<file path="config.mk">
export PLATFORM = sky130hd
export DESIGN_NAME = issue_fifo
export DESIGN_NICKNAME = d
export VERILOG_FILES = /design/src/rtl/issue_fifo.sv
export SDC_FILE = /design/constraint.sdc
export NUM_CORES = 1
export LEC_CHECK = 0
export CORE_AREA = 2 2 193 195
export DETAILED_ROUTE_END_ITERATION = 8
export DIE_AREA = 0 0 195 197
export GPL_ROUTABILITY_DRIVEN = 0
export PLACE_DENSITY_LB_ADDON = 0.05
export SYNTH_ARGS = -nofsm -noshare
export SYNTH_HDL_FRONTEND = slang
export SYNTH_SLANG_ARGS = --single-unit
</file>
<file path="constraint.sdc">
create_clock -name clk_i -period 2.5 [get_ports clk_i]
set_input_delay 0.625 -clock clk_i [delete_from_list [all_inputs] [get_ports clk_i]]
set_output_delay 0.625 -clock clk_i [all_outputs]
set_load 0.005 [all_outputs]
</file>
<file path="src/rtl/issue_fifo.sv">
// Issue buffer between decode and scoreboard: DEPTH-entry FIFO, one cycle push-to-issue latency, no bypass.
// Backpressure: in_ready_o depends only on occupancy; a macro first half is held back until its partner is buffered.
module issue_fifo #(
   parameter int unsigned DATA_W = 64,
   parameter int unsigned DEPTH  = 4
) (
   input  logic                     clk_i,
   input  logic                     rst_ni,
   input  logic                     flush_i,
   input  logic                     in_valid_i,
   output logic                     in_ready_o,
   input  logic [DATA_W-1:0]        in_data_i,
   input  logic                     in_macro_i,
   input  logic                     in_macro_last_i,
   output logic                     out_valid_o,
   input  logic                     out_ack_i,
   output logic [DATA_W-1:0]        out_data_o,
   output logic                     out_macro_o,
   output logic                     out_macro_last_o,
   output logic [$clog2(DEPTH):0]   count_o,
   output logic                     full_o
);

   localparam int unsigned PW = $clog2(DEPTH);
   localparam int unsigned CW = PW + 1;
   localparam logic [CW-1:0] DEPTH_C = CW'(DEPTH);

   logic [DATA_W-1:0] data_q [DEPTH];
   logic [DEPTH-1:0]  macro_q;
   logic [DEPTH-1:0]  last_q;
   logic [PW-1:0]     rd_ptr_q;
   logic [PW-1:0]     wr_ptr_q;
   logic [CW-1:0]     count_q;
   logic              push;
   logic              pop;
   logic              head_pair_open;

   assign in_ready_o       = (count_q < DEPTH_C);
   assign full_o           = (count_q == DEPTH_C);
   assign count_o          = count_q;
   assign out_data_o       = data_q[rd_ptr_q];
   assign out_macro_o      = macro_q[rd_ptr_q];
   assign out_macro_last_o = last_q[rd_ptr_q];

   // A lone first half must not issue; its partner may still be in decode.
   assign head_pair_open = macro_q[rd_ptr_q] && !last_q[rd_ptr_q];
   assign out_valid_o    = (count_q != '0) && !(head_pair_open && (count_q < CW'(2)));

   assign push = in_valid_i && in_ready_o && !flush_i;
   assign pop  = out_ack_i && out_valid_o && !flush_i;

   always_ff @(posedge clk_i or negedge rst_ni) begin
      if (!rst_ni) begin
         rd_ptr_q <= '0;
         wr_ptr_q <= '0;
         count_q  <= '0;
      end else if (flush_i) begin
         rd_ptr_q <= '0;
         wr_ptr_q <= '0;
         count_q  <= '0;
      end else begin
         if (push) begin
            wr_ptr_q <= wr_ptr_q + PW'(1);
         end
         if (pop) begin
            rd_ptr_q <= rd_ptr_q + PW'(1);
         end
         count_q <= count_q + CW'(push) - CW'(pop);
      end
   end

   // Payload is only cleared by reset; flush just rewinds the control state.
   always_ff @(posedge clk_i or negedge rst_ni) begin
      if (!rst_ni) begin
         for (int i = 0; i < int'(DEPTH); i++) begin
            data_q[i] <= '0;
         end
         macro_q <= '0;
         last_q  <= '0;
      end else if (push) begin
         data_q[wr_ptr_q]  <= in_data_i;
         macro_q[wr_ptr_q] <= in_macro_i;
         last_q[wr_ptr_q]  <= in_macro_last_i;
      end
   end

endmodule

</file>
### Word level (Yosys, flattened, before mapping)

Index checks and enable logic that the tools add are counted.

| cells by class | value |
|---|---|
| reduce and logical (&&, ||, !) cells | 15 |
| add/sub/neg operators | 4 |
| equality and inequality tests | 1 |
| muxes and demuxes | 19 |
| $lt $le $gt $ge | 8 |
| bitwise operators | 2 |

Operators with widths:

| kind | count |
|---|---|
| 256-bit bitwise mux | 1 |
| 64-bit two-way mux | 3 |
| 64-bit binary-select mux with 2-bit select | 1 |
| 64-bit demux with 2-bit select | 1 |
| 1-bit logical AND | 9 |
| 4-bit bitwise mux | 2 |
| 2-bit two-way mux | 4 |
| 3-bit >= comparator, second input constant | 2 |
| 2-bit by 3-bit < comparator with 1-bit output, second input constant | 2 |
| 2-bit NOT with 3-bit output | 2 |
| 2-bit by 1-bit adder with 2-bit output, second input constant | 2 |
| 1-bit binary-select mux with 2-bit select | 2 |
| 2-bit nonzero test | 2 |
| 3-bit by 1-bit adder with 3-bit output | 1 |
| 3-bit == test, second input constant | 1 |
| 1-bit zero test | 3 |
| 3-bit by 1-bit < comparator with 1-bit output, second input constant | 1 |
| 3-bit by 2-bit < comparator with 1-bit output, second input constant | 1 |
| 3-bit < comparator, second input constant | 1 |
| 1-bit two-way mux | 3 |
| 3-bit two-way mux | 1 |
| 3-bit nonzero test | 1 |
| 3-bit by 1-bit subtractor with 3-bit output | 1 |
| 1-bit demux with 2-bit select | 1 |
| 2-bit by 1-bit >= comparator with 1-bit output, second input constant | 1 |

| storage, ports and cells | value |
|---|---|
| input bits | 71 |
| bits in registers | 271 |
| logic and storage cells | 58 |

### Logic depth before layout (Yosys ltp)

Gate-level depths: netlist of run 1.

| logic depth | value |
|---|---|
| word-level depth | 11 |
| depth in mapped cells | 12 |
| gate-level depth less buffers | 12 |

### Worst setup path after synthesis of run 1

Ideal clock, no wire load.

| path | value |
|---|---|
| kind | reg2reg |
| start | reg count_q[2], in the netlist count_o[2] |
| end | reg count_q[2], in the netlist count_o[2] |
| setup time | 0.133 ns |
| slack | -0.151 ns |
| arrival | 2.518 ns |
| cell stages (with the launch flop) | 13 |
| data required time | 2.367 ns |
| cells stage by stage | dfrtp_1 -> inv_1 -> ha_1 -> and4b_1 -> or2_1 -> a2111oi_2 -> ha_1 -> inv_1 -> ha_1 -> inv_1 -> fa_1 -> xnor2_1 -> nor2_1 |

| between the ends | value |
|---|---|
| elaborated cells on any way between the ends | 13 |

RTL lines:

| element | RTL line | RTL |
|---|---|---|
| start, declared | 33 | `logic [CW-1:0] count_q;` |
| start signal, assigned | 68 | `count_q <= count_q + CW'(push) - CW'(pop);` |
| 3-bit < comparator | 38 | `assign in_ready_o = (count_q < DEPTH_C);` |
| net in_ready_o | 11 | `output logic in_ready_o,` |
| 1-bit logical AND (2 in series) | 49 | `assign push = in_valid_i && in_ready_o && !flush_i;` |
| 3-bit by 1-bit adder with 3-bit output | 68 |  |
| 3-bit by 1-bit subtractor with 3-bit output | 68 |  |
| 3-bit two-way mux | 57 | `end else if (flush_i) begin` |

The timed path passes the listed nets, and every way through them passes these cells.
A chain may end at the register's enable or synchronous reset.

### Final worst setup path of run 1

| path | value |
|---|---|
| start | reg rd_ptr_q[0] |
| end | out out_data_o[9] |

| between the ends | value |
|---|---|
| longest elaborated chain between the ends | 4 |

RTL lines:

| element | RTL line | RTL |
|---|---|---|
| start, declared | 31 | `logic [PW-1:0] rd_ptr_q;` |
| start signal, assigned | 66 | `rd_ptr_q <= rd_ptr_q + PW'(1);` |
| 2-bit NOT with 3-bit output (not written as such) | 41 | `assign out_data_o = data_q[rd_ptr_q];` |
| 64-bit binary-select mux with 2-bit select | 41 |  |
| 64-bit two-way mux (not written as such) (2 in series) | 41 |  |
| end, declared | 17 | `output logic [DATA_W-1:0] out_data_o,` |

No other way between the ends. The select of a mux whose other input is x is not followed.

==> metrics.md, run 1 <==
| Metric | Value |
|---|---|
| CTS HTree Levels | 2 |
| RSZ-0062 raised after global routing | true |
| Per-cell routed wire length | 22.9 um |
| Failing checks | setup timing |
| Share of layout cells above drive strength 1 | 0.554 |
| Fmax | 370 MHz |
| Grt met3 use | 0.0354 |
| Fraction of registers with async set/reset | 1.00 |
| Via count | 6912 |
| Unique masters post-synth | 33 |
| Area Growth Syn to Fin | 29.1% |
| Largest net degree at the start of global routing | 58 |
| Final setup margin | -201 ps |
| Flop2flop setup slack | -160 ps |
| Worst r2r dst | count_o[1]$_DFF_PN0_ |
| Synthesized net count | 775 |
| CTS tree | built |
| Synth Area in Compound Gates | 0.00418 |
| Period utilisation layout | 1.08 |
| Simple-Gate Fraction of Synth Area | 0.0127 |
| VDD IR-drop max | 518 uV |
| Critical Path Start Type | flop |
| Root buffer cell | clkbuf_16 |
| Max-cap violations | 0 |
| FF+latch count, synth | 271 |
| Drt first pass iters | 4 |
| Leakage | 0.00708 uW |
| Largest family of logic cells by synthesized area | multiplexers |
| GRT met1 Usage | 0.230 |
| Met2 usage | 0.287 |
| Worst Max-Slew Pin Slew | 544 ps |
| Synth top area share | 0.539 |
| Vias in the first global route | 8143 |
| Hold Crit Class | input port to asynchronous set/reset pin |
| First-pass GRT wire length | 50200 um |
| Post-Synthesis Cells | 696 |
| Seq/Total Area, Yosys | 0.539 |
| Clock skew | 13.6 ps |
| Synth area leaders | dfrtp_1, mux2_4, mux4_2, mux2_2, mux2_1 |
| Aggregate routed wire length | 32000 um |
| Mapped Area | 12600 um2 |
| Commonest cells post-synth | dfrtp_1, mux2_4, mux2_2 |
| Power per cell area | 1230 nW/um2 |
| Clock-pin slew on the worst setup and hold paths | 60 ps |
| Max-slew violations | 0 |
| Final Setup Violations | 60 |
| Crit end category | output port |
| Core area | 36300 um2 |
| Tightest slew margin relative to the limit | 0.635 |
| Clk_lat worst skew | 510 ps |
| # IOs | 143 |
| Yosys warnings | 0 |
| Port Buffers | 142 |
| Synth Area in Adders | 0.00856 |
| Post-synth EDFFs | 0 |
| Clk buf depth | 3 |
| Reg2Reg Depth | 11 |
| Gr usage total | 0.172 |
| Hpwl dp | 19000 um |
| Initial antenna violation count | 2 |
| Worst path required time | 1880 ps |
| Total power | 20000 uW |
| Hold WS | 31.5 ps |
| Post-route DRC violation count | 0 |
| Die area | 38400 um2 |
| Final net count | 986 |
| Die Height | 197 um |
| GR peak layer | met2 |
| Syn avg cell area | 18.1 um2 |
| WS Path Type | flop to output port |
| Synth Area in XOR/XNOR | 0.00139 |
| Yosys top cell by area | dfrtp_1 |
| Top-count cell post-synth | dfrtp_1 |
| Die X-Extent | 195 um |
| Fin crit period | 2700 ps |
| # rows | 70 |
| CTS buffer count | 34 |
| Drt via density | 4.94 |
| Antenna diode count | 0 |
| CP startpoint | rd_ptr_q[0]$_DFFE_PN0P_ |
| Antenna Violating Nets Remaining | 0 |
| Final setup TNS | -7450 ps |
| Initial Utilization | 0.347 |
| Clk sink count | 271 |
| Reg-to-reg startpoint | rd_ptr_q[0]$_DFFE_PN0P_ |
| Endpoints failing hold | 0 |
| Iter 0 DRT Violations | 167 |
| Grt ovf | 0 |
| Post-synth top flop | dfrtp_1 |
| CP max FO | 7 |
| Post-synthesis mux area share | 0.393 |
| Status | complete, but fails checks |
| Arr. time, crit path | 2080 ps |
## cell families (layout without fill, tap and decap cells)
family | Yosys count | after routing
compound gates | 6 | 6
xor+xnor | 2 | 2
fa+ha+maj | 8 | 8
buf+inv | 53 | 288
flops | 271 | 271
mux | 335 | 335
simple gates | 21 | 21
## per-layer routing
metal  share of wire  up-vias
li1                -     3017
met4           0.018        4
met1            0.45     3721
met5         0.00094        -
met2            0.49      124
met3           0.040       46
## power by group
group / switching (uW) / internal, uW
sequential: 1050 / 6370
combinational: 2580 / 5040
clock: 1870 / 3060
## cell type report
type / instances / area (um2)
sequential: 271 / 6790
clock inverter: 4 / 45.0
multi-input combinational: 372 / 5360
fill: 3179 / 20000
clock buffer: 56 / 1090
timing repair buffer: 220 / 2320
inverter: 8 / 30.0
tap: 468 / 586
## critical path, cell delays in order (launching register included)
cell and delay [ps]:
dfrtp_4 450, buf_12 170, buf_12 140, buf_16 140
mux4_2 510, buf_2 150
## registers in the layout (all words and copies together), names as in the netlist
| name | count |
|---|---|
| rd_ptr_q | 2 |
| data_q | 256 |
| count_o | 3 |
| last_q | 4 |
| macro_q | 4 |
| wr_ptr_q | 2 |
## worst max path at each step
stage                                      end  slack (ps)  depth (start not counted)
after floorplan           count_o[1]$_DFF_PN0_           7                         11
after global placement             out_valid_o        -210                          7
after detailed placement  count_o[1]$_DFF_PN0_        -240                          9
after CTS                        out_data_o[2]        -310                          6
after global routing             out_data_o[5]        -280                          5
final                            out_data_o[9]        -200                          5
## placed cells by master (no fill, tap or decap), types with 6 or more instances in the layout
master	n
inv_1	6
clkbuf_1	10
buf_4	25
mux2_2	113
mux2_1	32
mux4_2	64
clkdlybuf4s50_1	74
clkbuf_16	37
buf_2	45
buf_12	25
buf_6	42
dfrtp_1	267
mux2_4	121
clkbuf_8	9
## what timing repair did
action | in CTS | in global routing
endpoints found under the hold margin | 0 | 0
resized for setup | 322 | 28
endpoints found under the setup margin | 69 | 69
setup buffers | 32 | 11
pin swaps | 6 | 2
cloned | 5 | 0
hold buffers | 0 | 0
## stage by stage
step / std cells / utilization / setup WS (ps) / instance area (um2)
2_1_floorplan: 696 / - / 7.12 / 12600
3_3_place_gp: 1301 / 0.403 / -211 / 14600
3_5_place_dp: 1301 / 0.403 / -236 / 14600
4_1_cts: 1393 / 0.444 / -312 / 16100
5_1_grt: 1399 / 0.448 / -278 / 16200
6_report: 1399 / 0.448 / -201 / 16200
(Power assumes the default switching activity.)
==> inputs of run 2 (changes only) <==
Settings changed: CAP_MARGIN set to 30, CORE_AREA 2 2 193 195 to 2 2 171 173, DIE_AREA 0 0 195 197 to 0 0 173 175.
Clock period 2.5 ns to 3.1 ns, I/O delays scaled along.
==> metrics.md, run 2 (synthesis results as in run 1) <==
| Metric | Value |
|---|---|
| Status | complete, but fails checks |
| Failing checks | setup timing |
| Cell Int Power | 11000 uW |
| Max-slew violations | 0 |
| Endpoints failing hold | 0 |
| Place WS | 99.9 ps |
| Hpwl dp | 17400 um |
| CTS HTree Levels | 1 |
| Placed inst area | 14400 um2 |
| Post-route DRC violation count | 0 |
| RSZ-0062 raised after global routing | true |
| Period utilisation layout | 1.01 |
| Port Buffers | 142 |
| # rows | 62 |
| Antenna Violating Nets Remaining | 0 |
| Per-cell routed wire length | 22.0 um |
| Worst Max-Slew Pin Slew | 615 ps |
| Final Util | 0.549 |
| Die Height | 175 um |
| Power per cell area | 965 nW/um2 |
| Clk buf depth | 3 |
| Max-cap violations | 0 |
| Antenna diode count | 0 |
| Final setup margin | -36.9 ps |
| Flop2flop setup slack | 270 ps |
| Logic pwr share | 0.374 |
| CTS buffer count | 31 |
| Core area | 28400 um2 |
| Clk sink count | 271 |
| WS Path Type | flop to output port |
| Drt via density | 5.29 |
| Area Growth Syn to Fin | 24.0% |
| Reg power frac | 0.399 |
| Filler Cells Inserted | 2266 |
| Final Setup Violations | 8 |
| Cell total after placement | 1204 |
| Commonest non-fill, non-tap cell in the layout | dfrtp_1 |
| Clock skew | 7.49 ps |
| Reg2Reg Depth | 12 |
| Clock-pin slew on the worst setup and hold paths | 60 ps |
| Switch Pwr | 4030 uW |
| Worst path required time | 2320 ps |
| Largest net degree at the start of global routing | 83 |
| Vias in the first global route | 7882 |
| Design area | 15600 um2 |
| Arr. time, crit path | 2360 ps |
| Hold WS | 193 ps |
| Worst r2r dst | count_o[2]$_DFF_PN0_ |
| Final net count | 951 |
| Sw frac | 0.268 |
| VDD IR-drop max | 494 uV |
| Die area | 30300 um2 |
| Grt ovf | 0 |
| Leakage | 0.00679 uW |
| Non-Filler Instances | 1279 |
| CTS tree | built |
| Critical Path Start Type | flop |
| Aggregate routed wire length | 28100 um |
| Gr usage total | 0.189 |
| Tightest slew margin relative to the limit | 0.587 |
| Max reg flops | 256 |
| Share of layout cells above drive strength 1 | 0.451 |
| Iter 0 DRT Violations | 257 |
| Root buffer cell | clkbuf_16 |
| First-pass GRT wire length | 45500 um |
| CP max FO | 10 |
| Crit end category | output port |
| Via count | 6761 |
| Fmax | 319 MHz |
| # IOs | 143 |
| Hold_buf cts | 0 |
| Initial antenna violation count | 2 |
| Initial Utilization | 0.443 |
| Drt first pass iters | 7 |
| Die X-Extent | 173 um |
| Most frequent cells in the layout | dfrtp_1, mux2_4, mux2_2 |
| Clk_lat worst skew | 540 ps |
| Hold Crit Class | input port to asynchronous set/reset pin |
| Fin crit period | 3140 ps |
| Top Registers | data_q (256), last_q (4), macro_q (4) |
| Reg-to-reg startpoint | count_o[2]$_DFF_PN0_ |
| Top reg by flops | data_q |
| Clk pwr share | 0.228 |
-- run 2: power by group through the flow --
stage	combinational, uW	clock [uW]	sequential (uW)
2_1_floorplan	3500	0	5700
3_3_place_gp	5440	0	5890
3_5_place_dp	5580	0	6070
4_1_cts	5640	3540	6010
5_1_grt	6030	3680	6210
6_report	5620	3430	6000
-- run 2: layer usage --
layer | global-route usage | wire (um) | up-vias
met5 | 0 | 25 | -
met4 | 0.0431 | 609 | 4
li1 | - | - | 2943
met2 | 0.333 | 14400 | 124
met3 | 0.0359 | 1060 | 44
met1 | 0.243 | 12000 | 3646
-- run 2: critical path: stages, from the launching register on --
cell and delay (ps):
dfrtp_4 460, buf_12 130, buf_4 220, mux4_2 540, clkdlybuf4s50_1 470
-- run 2: area by class of cell --
cell class	count	area, um2	share of cell area
Clock buffer	48	920	0.0590
Clock inverter	8	42.5	0.00273
Inverter	8	30.0	0.00193
Multi-Input combinational cell	372	5300	0.340
Sequential cell	271	6790	0.435
Tap cell	384	480	0.0308
Timing Repair Buffer	188	2030	0.130
-- run 2: stage by stage --
stage               setup TNS [ps]  power, uW
finish                        -121      15100
global route                 -1970      15900
CTS                          -1420      15200
detailed placement               0      11700
global placement                 0      11300
floorplan                        0       9200
-- run 2: worst max path at each step --
stage	startpoint	endpoint	slack (ps)
final	rd_ptr_q[0]$_DFFE_PN0P_	out_data_o[58]	-40
after global routing	rd_ptr_q[0]$_DFFE_PN0P_	out_data_o[7]	-110
after CTS	rd_ptr_q[0]$_DFFE_PN0P_	out_data_o[7]	-80
after detailed placement	out_ack_i	count_o[2]$_DFF_PN0_	100
after global placement	out_ack_i	count_o[2]$_DFF_PN0_	180
after floorplan	count_o[2]$_DFF_PN0_	count_o[2]$_DFF_PN0_	450
-- run 2: repair_timing --
action | in CTS | in global routing
cloned | 1 | 1
resized for setup | 31 | 8
endpoints found under the setup margin | 65 | 39
buffers inserted | 9 | 8
endpoints found under the hold margin | 0 | 0
